## config.mk

```make
export PLATFORM = sky130hd
export DESIGN_NAME = receive_and_decrypt
export DESIGN_NICKNAME = d
export VERILOG_FILES = /design/src/rtl/receive_and_decrypt.sv
export SDC_FILE = /design/constraint.sdc
export NUM_CORES = 1
export LEC_CHECK = 0
export CAP_MARGIN = 20
export CORE_ASPECT_RATIO = 0.75
export CORE_MARGIN = 5
export CORE_UTILIZATION = 60
export DETAILED_ROUTE_END_ITERATION = 7
export DONT_BUFFER_PORTS = 1
export GPL_ROUTABILITY_DRIVEN = 0
export PLACE_DENSITY_LB_ADDON = 0.12
export SLEW_MARGIN = 20
export SYNTH_ARGS = -nofsm -noshare
export SYNTH_HDL_FRONTEND = slang
export SYNTH_SLANG_ARGS = --single-unit
```

## constraint.sdc

```tcl
create_clock -name clk -period 2.35 [get_ports clk]
set_input_delay 0.47 -clock clk [delete_from_list [all_inputs] [get_ports clk]]
set_output_delay 0.47 -clock clk [all_outputs]
set_load 0.02 [all_outputs]
```

## src/rtl/receive_and_decrypt.sv

```systemverilog
// +----------------------------------------------------------------------------+
// | receive_and_decrypt: serial XOR-decrypting receiver into a 16-word buffer   |
// | Optional: `define SHORT_FRAME_CHK_EN enables the sticky short-frame flag     |
// | Revision: 1.0                                                               |
// +----------------------------------------------------------------------------+
`default_nettype none

module receive_and_decrypt #(
  parameter int DATA_W = 4,
  parameter int ADDR_W = 4
) (
  input  logic              clk,
  input  logic              rst_n,
  input  logic              ena_in,
  input  logic              data_enc,
  input  logic              key,
  input  logic [ADDR_W-1:0] addr_rd,
  output logic [DATA_W-1:0] data_rd,
  output logic              busy,
  output logic              frame_done,
  output logic              err
);

  localparam int CNT_W = ADDR_W + 2;
  localparam int DEPTH = 1 << ADDR_W;

  typedef enum logic [1:0] {
    IDLE = 2'd0,
    RECV = 2'd1,
    HOLD = 2'd2
  } state_t;

  state_t            state_q, state_d;
  logic [CNT_W-1:0]  cnt_q, cnt_d;
  logic [DATA_W-2:0] shift_q, shift_d;
  logic              frame_done_q, frame_done_d;
  logic [DATA_W-1:0] mem_q [DEPTH];

  logic              w_bit;
  logic              w_wr_en;
  logic [ADDR_W-1:0] w_wr_idx;
  logic [DATA_W-1:0] w_wr_data;

  assign w_bit     = data_enc ^ key;
  assign w_wr_idx  = cnt_q[CNT_W-1:2];
  assign w_wr_data = {shift_q, w_bit};

  always_comb begin
    state_d      = state_q;
    cnt_d        = cnt_q;
    shift_d      = shift_q;
    frame_done_d = 1'b0;
    w_wr_en      = 1'b0;
    unique case (state_q)
      IDLE: begin
        cnt_d = '0;
        if (ena_in) begin
          shift_d = {shift_q[DATA_W-3:0], w_bit};
          cnt_d   = CNT_W'(1);
          state_d = RECV;
        end
      end
      RECV: begin
        if (ena_in) begin
          shift_d = {shift_q[DATA_W-3:0], w_bit};
          cnt_d   = cnt_q + CNT_W'(1);
          // Last bit of each word completes it; write on this same edge.
          w_wr_en = (cnt_q[1:0] == 2'b11);
          if (&cnt_q) begin
            frame_done_d = 1'b1;
            cnt_d        = '0;
            state_d      = HOLD;
          end
        end else begin
          cnt_d   = '0;
          state_d = IDLE;
        end
      end
      HOLD: begin
        cnt_d = '0;
        if (!ena_in) state_d = IDLE;
      end
      default: begin
        cnt_d   = '0;
        state_d = IDLE;
      end
    endcase
  end

  always_ff @(posedge clk or negedge rst_n) begin
    if (!rst_n) begin
      state_q      <= IDLE;
      cnt_q        <= '0;
      shift_q      <= '0;
      frame_done_q <= 1'b0;
    end else begin
      state_q      <= state_d;
      cnt_q        <= cnt_d;
      shift_q      <= shift_d;
      frame_done_q <= frame_done_d;
    end
  end

  always_ff @(posedge clk or negedge rst_n) begin
    if (!rst_n) begin
      for (int i = 0; i < DEPTH; i++) mem_q[i] <= '0;
    end else if (w_wr_en) begin
      mem_q[w_wr_idx] <= w_wr_data;
    end
  end

  assign data_rd    = mem_q[addr_rd];
  assign busy       = (state_q == RECV);
  assign frame_done = frame_done_q;

`ifdef SHORT_FRAME_CHK_EN
  logic err_q, err_d;

  // Cleared on the edge that completes a frame, so it falls with frame_done rising.
  always_comb begin
    err_d = err_q;
    if (frame_done_d) err_d = 1'b0;
    else if (state_q == RECV && !ena_in) err_d = 1'b1;
  end

  always_ff @(posedge clk or negedge rst_n) begin
    if (!rst_n) err_q <= 1'b0;
    else        err_q <= err_d;
  end

  assign err = err_q;
`else
  assign err = 1'b0;
`endif

endmodule

`default_nettype wire

```

# Word level (Yosys, flattened, before mapping)
# Index checks and enable logic that the tools add are counted.
# op_classes
n_mux	20
n_reduce_logical	6
addsub	1
shifts	0
n_bitwise	3
multipliers	0
n_lt_le_gt_ge	3
n_eq_ne	6
div_mod_pow	0
# ops
op	count
64-bit bitwise mux	1
4-bit binary-select mux with 4-bit select	1
4-bit demux with 4-bit select	1
4-bit two-way mux	3
6-bit two-way mux	2
6-bit case mux with 2 select lines	1
5-bit greater-or-equal comparator, second input constant	2
4-bit NOT with 5-bit output	2
2-bit two-way mux	4
6-bit by 1-bit adder with 6-bit output, second input constant	1
1-bit two-way mux	6
2-bit case mux with 3 select lines	1
6-bit AND reduction	1
5-bit by 1-bit < comparator with 1-bit output, second input constant	1
2-bit == test, second input constant	2
2-bit != test, second input constant	2
3-bit by 2-bit != test with 1-bit output, second input constant	1
3-bit AND reduction	1
2-bit by 1-bit == test with 1-bit output, second input constant	1
2-bit logical NOT	1
2-bit AND reduction	1
2-bit OR reduction	1
1-bit logical AND	1
1-bit bitwise XOR	1
# word_totals
in_bits	9
register_bits	76
elab_cells	59
out_inout_bits	7
ramBits	0
rom_bits	0
latchBits	0
n_memories	0

# Depth between registers and ports, before layout
# logic_depth
ltp_word	6
depth_mapped	5
ltp_nobuf	4

# Worst setup path after synthesis
# No wires, ideal clock.
# synth_timing
path_type	input to output
start	input port addr_rd[0]
end	output port data_rd[1]
setup_slack_ns	0.016
arrival_ns	1.864
required_ns	1.880
stages	5
path_buffers	2
cell_sequence	buf_2 buf_2 mux4_2 a22oi_1 nand3_1
# synth_via
elab_chain_cells	4
# synth_rtl
item	line	rtl
start, declared	17	input logic [ADDR_W-1:0] addr_rd,
4-bit NOT with 5-bit output (implied by the code)	112	assign data_rd = mem_q[addr_rd];
4-bit binary-select mux with 4-bit select	112	
4-bit two-way mux (implied by the code) (2 in a row)	112	
end, declared	18	output logic [DATA_W-1:0] data_rd,
# No other way between the ends. The select of a mux whose other input is x is not followed.

# Worst setup path in the final report
# layout_timing
start	register mem_q[48] (netlist bit)
end	output port data_rd[0]
# layout_via
elab_chain_cells	3
# layout_rtl
item	line	rtl
start, declared	37	logic [DATA_W-1:0] mem_q [DEPTH];
start signal, assigned by index	108	mem_q[w_wr_idx] <= w_wr_data;
4-bit binary-select mux with 4-bit select	112	
4-bit two-way mux (implied by the code) (2 in a row)	112	
# No other way between the ends. The select of a mux whose other input is x is not followed.

==> out/results.tsv <==
stage	metric	value	unit
outcome	outcome	finished clean	
timing	worst_pin_slew	0.671	ns
power_and_ir_drop	power_density	667	nW/um2
routing	post_drt_wl_per_cell	20.4	um
job	drv_cap	0	
routing	viasPerCell	6.11	
synthesis	syn_avg_cell_area	14.4	um2
setup_path	critPathLaunch	mem_q[48]	
timing	fin_skew	0.00587	ns
synthesis	async_flop_share	1.00	
synthesis	synth_edf_count	0	
timing	hold_ws	0.0102	ns
global_routing	grt_pass1_wl	11600	um
routing	wl	6890	um
floorplanning	die_h	76.9	um
setup_path	cpPeakStageDelay	0.48	ns
layout	layout_commonest_cell	dfrtp_1	
timing	slew_violations	0	
global_routing	grt_max_degree	77	
synthesis	ys_ff_latch	76	
clock_network	clockRootBuffer	clkbuf_8	
setup_path	crit_family	multiplexers	
timing	setup-violations-final	0	
setup_path	critPathLaunchType	flop	
setup_path	cp.required	1.88	ns
power_and_ir_drop	clkPwrFrac	0.435	
timing	fmax	453	MHz
clock_network	cts_resized	0	
setup_path	ff2ff_path_depth	5	
floorplanning	dieArea	7620	um2
setup_path	crit_type	flop to output pin	
synthesis	synth_cell_types	30	
setup_path	crit_end	data_rd[0]	
power_and_ir_drop	p_comb_frac	0.040	
placed_design	dp.cells	321	
global_routing	antenna_found_initial	0	
setup_path	r2r_end	mem_q[40]	
routing	antenna_left	0	
clock_network	cts_max_level	3	
routing	via_count	2064	
layout	fin_cells	338	
routing	dr.pass1.iters	4	
power_and_ir_drop	internal_power	2.06	mW
clock_network	cts_tree	built	
power_and_ir_drop	fin_total_pwr	2.63	mW
global_routing	grt_pass1_vias	2139	
floorplanning	ios	16	
power_and_ir_drop	p_leak	1.83	nW
setup_path	worstPathCellList	mux4_2 -> a22oi_1 -> nand3_1	
timing	setup-tns-final	0	ns
min_path	hp-class	input pin to async pin	
synthesis	synth.cell_area	3580	um2
clock_network	clk_pin_slew_worst_paths	0.08	ns
timing	finalCritPeriodShare	0.940	
clock_network	clk_latency	0.34	ns
setup_path	cp_max_fo	2	
routing	drtIter0Drc	69	
layout	antennaDiodeCount	0	
power_and_ir_drop	irDropWorstVdd	0.000371	V
global_routing	grtUsageTotal	0.198	
setup_path	critPathArrivalTime	1.74	ns
floorplanning	start_util	0.617	
synthesis	syn_nets	259	
global_routing	grt_overflow	0	
timing	finalHoldViolations	0	
setup_path	critical_path.n_buffers_inverters	0	
timing	relSlewSlack	0.553	
placed_design	dpl.hpwl	4610	um
floorplanning	dieWidth	99.2	um
synthesis	yosysSeqAreaShare	0.532	
power_and_ir_drop	p_switching	0.565	mW
layout	nNetsFinal	265	
synthesis	netlist_instances	249	
power_and_ir_drop	switching_share	0.215	
setup_path	cp-end-kind	output pin	
routing	drc	0	
synthesis	yosysWarnings	0	
clock_network	numCtsBuffers	9	
floorplanning	fp-row-count	24	
layout	drive_gt1_frac	0.454	
floorplanning	core-area	5800	um2
synthesis	ys.flop_type	dfrtp_1	
timing	period_minus_slack	2.21	ns
clock_network	cts_max_path_buffers	2	
setup_path	crit_cells	3	
setup_path	ff2ff_setup_slack	0.33	ns
layout	final_cell_mix	dfrtp_1, mux2_2, nand2_1	
setup_path	critPathSlowestCell	mux4_2	
setup_path	reg2reg_from	cnt_q[0]	
layout	area_growth	10.0	%
clock_network	cts_setup_buffers	0	
clock_network	cts_num_sinks	76	
power_and_ir_drop	seqPwrFrac	0.525	
timing	rsz0062_at_grt	false	
placed_design	numPortBuffers	0	
## through the flow
stage          setup slack, ns  utilization  instance area, um2
6_report                 0.141        0.679                3940
5_1_grt                 0.0795        0.679                3940
4_1_cts                  0.132        0.679                3940
3_5_place_dp             0.348        0.634                3670
3_3_place_gp             0.408        0.634                3670
2_1_floorplan           0.0164            -                3580
## power groups by stage
stage               Clock (mW)  Combinational (mW)  Sequential [mW]
CTS                       1.17               0.108             1.38
floorplan                    0              0.0901             1.37
detailed placement           0              0.0764             1.40
global route              1.23               0.119             1.38
global placement             0              0.0742             1.40
finish                    1.14               0.105             1.38
## timing repair
item / CTS / global route
hold endpoints to repair: 76 / 0
hold buffers: 1 / 0
setup endpoints to repair: 0 / 0
## kinds of logic after synthesis
logic type / share of synthesized area
flops: 0.532
simple gates: 0.113
xor+xnor: 0.00980
fa+ha+maj: 0.00350
other cells: 0.00105
compound gates: 0.0203
mux: 0.302
buf+inv: 0.0185
## final cells by class
| type | instances | area, um2 |
|---|---|---|
| multi-input cells | 158 | 1610 |
| clock buffers | 13 | 169 |
| flip-flops and latches | 76 | 1900 |
| well taps | 78 | 97.6 |
| clock inverters | 3 | 67.6 |
| fillers | 409 | 1860 |
| repair buffers | 9 | 87.6 |
| inverters | 1 | 3.75 |
## Yosys cell counts, types with 5 or more instances
master | n | area (um2)
dfrtp_1 | 76 | 1900
mux2_2 | 60 | 676
nand2_1 | 18 | 67.6
mux4_2 | 16 | 360
nand3_1 | 10 | 50.1
nor3_2 | 8 | 80.1
clkbuf_1 | 7 | 26.3
nor4_2 | 7 | 87.6
buf_2 | 5 | 25.0
nor2_1 | 5 | 18.8
## registers in the layout, indices dropped and copies added (netlist names)
name	flops
state_q	2
cnt_q	6
frame_done	1
shift_q	3
mem_q	64
## metal layers
| layer | routed length [um] | track usage | vias to the layer above |
|---|---|---|---|
| met5 | 0 | 0 | - |
| met3 | 267 | 0.0635 | 4 |
| met4 | 38 | 0.0396 | 0 |
| met1 | 3430 | 0.296 | 1095 |
| li1 | - | - | 937 |
| met2 | 3160 | 0.287 | 28 |
## worst register-to-register path, delay by kind of cell (launching register included)
kind | cells | cell delay (ns)
adders and majority gates | 1 | 0.25
buffers and inverters | 1 | 0.24
DFF | 1 | 0.36
muxes | 1 | 0.39
and+or+nand+nor | 2 | 0.65
## worst min path at each step
stage / from / to / cells past startpoint
after floorplan: rst_n / cnt_q[0] / 0
after global placement: rst_n / mem_q[24] / 0
after detailed placement: rst_n / mem_q[24] / 0
after CTS: rst_n / mem_q[24] / 1
after global routing: rst_n / mem_q[28] / 1
final: rst_n / mem_q[24] / 1
No activity file was read; power rests on OpenSTA's default activity.
